--- src/rtl/cpu_pkg.sv ---
// Shared CPU definitions used by the instruction loader, the result unloader and the top FSM.
package cpu_pkg;

    typedef enum logic {S_COLLECT, S_SHOW} unload_state_t;

    localparam int unsigned RESULT_W = 16;
    localparam int unsigned BYTE_W   = 8;

endpackage

--- src/rtl/btn_edge_sync.sv ---
// Push-button synchronizer followed by a rising-edge detector; one pulse per press.
module btn_edge_sync #(
    parameter int unsigned SYNC_STAGES = 2
) (
    input  logic clk_i,
    input  logic rst_ni,
    input  logic btn_i,
    output logic edge_o
);

    logic [SYNC_STAGES-1:0] sync_q;
    logic                   prev_q;

    always_ff @(posedge clk_i) begin
        if (!rst_ni) begin
            sync_q <= '0;
            prev_q <= 1'b0;
        end else begin
            sync_q <= {sync_q[SYNC_STAGES-2:0], btn_i};
            prev_q <= sync_q[SYNC_STAGES-1];
        end
    end

    assign edge_o = sync_q[SYNC_STAGES-1] & ~prev_q;

endmodule

--- src/rtl/result_unloader.sv ---
// Collects a bit-serial result LSB first, then shows it on the LEDs one byte per button press.
module result_unloader
    import cpu_pkg::*;
#(
    parameter int unsigned WIDTH       = RESULT_W,
    parameter int unsigned SYNC_STAGES = 2,
    localparam int unsigned NBYTES     = WIDTH / BYTE_W,
    localparam int unsigned SEL_W      = (NBYTES > 1) ? $clog2(NBYTES) : 1,
    localparam int unsigned CNT_W      = $clog2(WIDTH)
) (
    input  logic              clk,
    input  logic              rst_n,
    input  logic              ser_valid,
    input  logic              ser_bit,
    output logic              ser_ready,
    input  logic              btn,
    output logic [BYTE_W-1:0] led_out,
    output logic [SEL_W-1:0]  byte_sel,
    output logic              showing,
    output logic              done
);

    unload_state_t               state_q, state_d;
    logic [CNT_W-1:0]            bit_cnt_q, bit_cnt_d;
    logic [WIDTH-1:0]            shreg_q, shreg_d;
    logic [SEL_W-1:0]            byte_idx_q, byte_idx_d;
    logic [BYTE_W-1:0]           led_q, led_d;
    logic                        showing_q, showing_d;
    logic                        done_q, done_d;
    logic [NBYTES-1:0][BYTE_W-1:0] shreg_bytes;
    logic                        btn_edge;

    btn_edge_sync #(
        .SYNC_STAGES (SYNC_STAGES)
    ) u_btn_edge_sync (
        .clk_i  (clk),
        .rst_ni (rst_n),
        .btn_i  (btn),
        .edge_o (btn_edge)
    );

    assign ser_ready = (state_q == S_COLLECT);

    always_comb begin
        state_d     = state_q;
        bit_cnt_d   = bit_cnt_q;
        shreg_d     = shreg_q;
        byte_idx_d  = byte_idx_q;
        done_d      = 1'b0;
        shreg_bytes = '0;

        unique case (state_q)
            S_COLLECT: begin
                if (ser_valid) begin
                    shreg_d = {ser_bit, shreg_q[WIDTH-1:1]};
                    if (bit_cnt_q == CNT_W'(WIDTH - 1)) begin
                        bit_cnt_d  = '0;
                        byte_idx_d = '0;
                        state_d    = S_SHOW;
                    end else begin
                        bit_cnt_d = bit_cnt_q + 1'b1;
                    end
                end
            end
            S_SHOW: begin
                if (btn_edge) begin
                    if (byte_idx_q == SEL_W'(NBYTES - 1)) begin
                        done_d     = 1'b1;
                        byte_idx_d = '0;
                        state_d    = S_COLLECT;
                    end else begin
                        byte_idx_d = byte_idx_q + 1'b1;
                    end
                end
            end
            default: state_d = S_COLLECT;
        endcase

        // Output registers track the next state so they change on the same edge as the FSM.
        showing_d   = (state_d == S_SHOW);
        shreg_bytes = shreg_d;
        led_d       = showing_d ? shreg_bytes[byte_idx_d] : '0;
    end

    always_ff @(posedge clk) begin
        if (!rst_n) begin
            state_q    <= S_COLLECT;
            bit_cnt_q  <= '0;
            shreg_q    <= '0;
            byte_idx_q <= '0;
            led_q      <= '0;
            showing_q  <= 1'b0;
            done_q     <= 1'b0;
        end else begin
            state_q    <= state_d;
            bit_cnt_q  <= bit_cnt_d;
            shreg_q    <= shreg_d;
            byte_idx_q <= byte_idx_d;
            led_q      <= led_d;
            showing_q  <= showing_d;
            done_q     <= done_d;
        end
    end

    assign led_out  = led_q;
    assign byte_sel = byte_idx_q;
    assign showing  = showing_q;
    assign done     = done_q;

endmodule

--- config.mk ---
export PLATFORM = sky130hd
export DESIGN_NAME = result_unloader
export DESIGN_NICKNAME = d
export VERILOG_FILES = /design/src/rtl/cpu_pkg.sv /design/src/rtl/btn_edge_sync.sv /design/src/rtl/result_unloader.sv
export SDC_FILE = /design/constraint.sdc
export NUM_CORES = 1
export LEC_CHECK = 0
export BUFFER_PORTS_ARGS = -buffer_cell sky130_fd_sc_hd__buf_2
export CAP_MARGIN = 40
export CORE_ASPECT_RATIO = 0.9
export CORE_MARGIN = 4
export CORE_UTILIZATION = 55
export DETAILED_ROUTE_END_ITERATION = 8
export GPL_ROUTABILITY_DRIVEN = 0
export GPL_TIMING_DRIVEN = 1
export PLACE_DENSITY = 0.76
export SYNTH_ARGS = -nofsm -noshare
export SYNTH_HDL_FRONTEND = slang
export SYNTH_SLANG_ARGS = --single-unit
--- constraint.sdc ---
create_clock -name clk -period 1.7 [get_ports clk]
set_clock_uncertainty 0.1 [all_clocks]
set_input_delay 0.34 -clock clk [delete_from_list [all_inputs] [get_ports clk]]
set_output_delay 0.34 -clock clk [all_outputs]
set_load 0.02 [all_outputs]
Word-level counts from Yosys, hierarchy flattened
Cells that the tools add are included.
{ "word_totals": {"ff_bits": 34, "elab_cells": 34} }
{ "op_classes": {"addsub": 2, "order_cmp": 1, "n_eq_ne": 1, "muxes": 16, "bitwise_logic": 3, "reduce_logical": 3} }
{ "ops": {"columns": ["operator", "count"], "rows": [
  ["2-to-1 mux 16 bit", 2],
  ["2-to-1 mux 8 bit", 2],
  ["2-to-1 mux 1 bit", 9],
  ["adder 4 x 1 -> 4 bit, second input constant", 1],
  ["equality test 4 bit, second input constant", 1],
  ["2-to-1 mux 4 bit", 1],
  ["one-hot mux 1 bit (2 select lines)", 2],
  ["AND reduction 2 bit", 2],
  ["AND reduction 3 bit", 1],
  ["less-than comparator 1 x 2 -> 1 bit, second input constant", 1],
  ["inverter 1 bit", 2],
  ["adder 1 bit, second input constant", 1],
  ["AND 1 bit", 1]
]} }

Longest topological paths before layout
{ "depth": {"depth_word": 6, "depth_mapped": 6, "mapped_depth_nobuf": 5} }

Hierarchy
From an unflattened synthesis, not the netlist that was laid out.
{ "unflattened": {"hier_cells": 119, "area_unflattened_um2": 1345.0} }
{ "by_module_without_submodules": {"columns": ["module", "n_inst", "cells_each", "area_each_um2", "seq_area_each_um2"], "rows": [
  ["result_unloader", 1, 112, 1252.5, 620.6],
  ["btn_edge_sync", 1, 7, 92.6, 60.1]
]} }

Least setup slack after synthesis
Ideal clock, no wire load.
{ "synth_path": {"path_type": "flip-flop to flip-flop", "from": "register byte_idx_q (netlist: byte_sel)", "to": "register led_q[2] (netlist: led_out[2])", "setup_time_ns": 0.081, "t_arrival_ns": 1.353, "t_required_ns": 1.519, "slack_ns": 0.166, "path_stages_with_launch": 5, "period_less_slack_ns": 1.534, "cell_sequence": "dfxtp_1 > ha_1 > nor4bb_1 > a31oi_2 > o22ai_1"} }
{ "synth_between": {"elab_chain_len": 6, "word_cells_on_any_way": 12, "classes_between": "add/sub (1); mux (10); reduce/logical (1)"} }
{ "synth_lines": {"columns": ["item", "line", "rtl"], "rows": [
  ["start, declared", "result_unloader.sv:26", "logic [SEL_W-1:0] byte_idx_q, byte_idx_d;"],
  ["start signal, assigned", "result_unloader.sv:98", "byte_idx_q <= byte_idx_d;"],
  ["adder 1 bit", "result_unloader.sv:72", "byte_idx_d = byte_idx_q + 1'b1;"],
  ["2-to-1 mux 1 bit", "result_unloader.sv:67", "if (byte_idx_q == SEL_W'(NBYTES - 1)) begin"],
  ["2-to-1 mux 1 bit", "result_unloader.sv:66", "if (btn_edge) begin"],
  ["one-hot mux 1 bit (2 select lines)", "result_unloader.sv:52", "unique case (state_q)"],
  ["2-to-1 mux 8 bit (not written as such) (2 in a row)", "result_unloader.sv:82", "led_d = showing_d ? shreg_bytes[byte_idx_d] : '0;"],
  ["end signal, assigned", "result_unloader.sv:99", "led_q <= led_d;"],
  ["end, declared", "result_unloader.sv:27", "logic [BYTE_W-1:0] led_q, led_d;"]
]} }
Parallel ways exist; a longest one is shown, timed or not. The select of a mux whose other input is x is not followed.
A chain may end at the register's enable or synchronous reset.

Worst setup path after layout
{ "layout_path": {"from": "register u_btn_edge_sync.sync_q[1]", "to": "register led_q[4] (netlist: led_out[4])"} }
{ "layout_between": {"elab_chain_len": 5, "word_cells_on_any_way": 8, "classes_between": "mux (6); bitwise (1); reduce/logical (1)"} }
{ "layout_lines": {"columns": ["item", "line", "rtl"], "rows": [
  ["start, declared", "btn_edge_sync.sv:11", "logic [SYNC_STAGES-1:0] sync_q;"],
  ["start signal, assigned", "btn_edge_sync.sv:19", "sync_q <= {sync_q[SYNC_STAGES-2:0], btn_i};"],
  ["AND 1 bit (*)", "btn_edge_sync.sv:24", "assign edge_o = sync_q[SYNC_STAGES-1] & ~prev_q;"],
  ["2-to-1 mux 1 bit", "result_unloader.sv:66", null],
  ["one-hot mux 1 bit (2 select lines)", "result_unloader.sv:52", null],
  ["2-to-1 mux 8 bit (not written as such) (2 in a row)", "result_unloader.sv:82", null]
]} }
Every way passes the cells marked *; elsewhere a longest branch is shown, timed or not. The select of a mux whose other input is x is not followed.

==> reports/results.ini <==
[clocking]
hold_buffers_post_cts=0
tritoncts_num_sinks=34
cts_tree=done
htreeDepth=2
cts_resized=0
post-cts-setup-buffers=0
clkTransAtPathRegs_ns=0.10
insertion_delay_ns=0.32
cts_buffers=5
cts_root_buf=clkbuf_4
max-clock-path-buffers=2

[power]
clock_power_share=0.341
switching_share=0.223
power.leakage_nw=0.616
tot_pwr_mw=1.34
internal_power_mw=1.04
powerDensity_nw_per_um2=886
p_seq_frac=0.608
proportion_of_power_drawn_by_combinational_gates=0.051
ir_worst_vdd_mv=0.806
power.switching_mw=0.297

[worst_setup_path]
timing.setup.critical_path_class=reg2reg
critPathRequiredTime_ns=1.86
critical_path_at_ns=1.76
setup.worst_path.end_class=flop
critical_path.startpoint_type=flop
critical_path_peak_fanout=8

[status]
status=finished, final reports clean

[cells_and_area]
layout.core_utilization=0.684
final_layout_size_suffix_gt1_frac=0.266
synth_to_layout_area_growth_pct=16.6
stdcell_area_um2=1510
n_fill_cell=187
antenna-diode-count=0
stdcell_count=166
numnets_final=145
mostFrequentLayoutCell=dfxtp_1
final_cell_mix=34 x dfxtp_1, 16 x mux2i_1, 16 x nor2b_1, 16 x buf_2, 6 x buf_4

[logic_synthesis]
netlist_instances=116
syn-cell-area_um2=1290
synthesis.yosys.warnings=0
yosys_register_bits=34
synth.yosys.seq_area_share=0.527
synth_top_area_frac=0.527
post_synth.cell_area_avg_um2=11.1
yosys-top-cells-area=dfxtp_1 53%, mux2i_1 12%, nor2b_1 8.2%
synth.largest_area_cell=dfxtp_1
unique_masters_post_synth=30
synth_fp_nets=123

[global_routing]
grt_pass1_wl_um=3850
grt_usage=0.165
maximum_number_of_pins_on_one_net_before_global_route_repair=18
grt_antenna_before_repair=0
vias_in_the_first_global_route=862
grt.overflow.total=0

[route]
via_count=887
drt.antenna.violating_nets=0
drt_first_pass_iters=4
drc=0
wire_per_inst_um=13.3
detail_route.wirelength_um=2210
via_per_inst=5.34
initialDrtViolationCount=20

[timing]
final_min_period_over_clock_period=0.940
finalCriticalPeriod_ns=1.60
max_slew.worst_pin.slew_ns=0.328
drv_slew=0
slew_headroom=0.781
achievable-frequency_mhz=626
fin_setup_tns_ns=0
layout_setup_ws_ns=0.103
hold_violations=0
finalSetupViolations=0
fin_worst_hold_slack_ns=0.122

[floorplan]
die_y_um=54.0
design.die.area_um2=3190
core_region_area_um2=2200
top_level_ports=17
rows=16
initial_utilization=0.587
die_w_um=59.1

[min_path]
hold_path_class=in2reg

[placed_design]
dp_hpwl_um=1550
placedCellCount=158
count_of_port_buffers_added_during_placement=16
placement.setup.worst_slack_ns=0.0848
place_area_um2=1400

[run]
drv_cap=0

routing by layer:
metal  vias to the layer above  wire, um  GRT usage
met1                       411      1030      0.197
met5                         -         0          0
met2                        19      1050      0.259
li1                        453         -          -
met4                         0        29     0.0906
met3                         4       102     0.0576
cells by family (layout without fill, tap and decap cells):
group	Yosys count	count (layout)	share of synthesized area
and+or+nand+nor	38	38	0.189
AOI/OAI and AO/OA	17	17	0.0900
buffers and inverters	8	31	0.0445
adders and majority gates	2	2	0.0194
muxes	16	16	0.124
xor gates and xnor gates	1	1	0.00678
DFF	34	34	0.527
power by group through the flow:
stage	sequential, mW	combinational (mW)	clock [mW]
4_1_cts	0.812	0.0661	0.469
2_1_floorplan	0.828	0.0532	0
3_3_place_gp	0.829	0.0641	0
6_report	0.812	0.0683	0.455
3_5_place_dp	0.830	0.0654	0
5_1_grt	0.814	0.0748	0.525
cell type report:
cell class                 count  area (um2)  area share
tap                           27        33.8      0.0224
timing repair buffer          22         125      0.0831
clock inverter                 2        12.5     0.00831
inverter                       1        3.75     0.00249
multi-input combinational     74         599       0.398
clock buffer                   6        51.3      0.0341
sequential                    34         681       0.452
final timing paths:
kind                                  start                        end  slack, ns  depth (start not counted)
setup / recovery  u_btn_edge_sync.sync_q[1]                 led_out[4]       0.10                          5
hold / removal                          btn  u_btn_edge_sync.sync_q[0]       0.12                          2
setup reg to reg  u_btn_edge_sync.sync_q[1]                 led_out[4]       0.10                          5
hold reg to reg   u_btn_edge_sync.sync_q[0]  u_btn_edge_sync.sync_q[1]       0.35                          1
registers in the layout (all words and copies together) (netlist names):
name / count
shreg_q: 16
led_out: 8
showing: 1
u_btn_edge_sync.prev_q: 1
byte_sel: 1
done: 1
bit_cnt_q: 4
u_btn_edge_sync.sync_q: 2
worst max-delay path, cell delays in order, from the launching register on:
cell      delay [ns]
dfxtp_1         0.32
nor2b_2         0.15
ha_1            0.33
nor4bb_4        0.33
a31oi_4         0.11
o22ai_2         0.19
Yosys cell counts:
cell and count:
a21boi_1 3, a21oi_1 1, a31oi_2 1, a41oi_1 1, and2_1 4, and2b_1 1, and3_1 1, and4_1 1
buf_2 1, buf_6 2, buf_8 1, clkbuf_1 3, dfxtp_1 34, ha_1 2, inv_1 1, mux2i_1 16
nand2_1 5, nand2b_1 1, nand2b_4 1, nand3_1 1, nand3b_1 2, nand4b_1 1, nor2b_1 17, nor4bb_1 1
o211ai_1 1, o21ai_0 1, o21ai_1 1, o22ai_1 8, or3_1 2, xnor2_1 1
No activity file was read; power rests on OpenSTA's default activity.
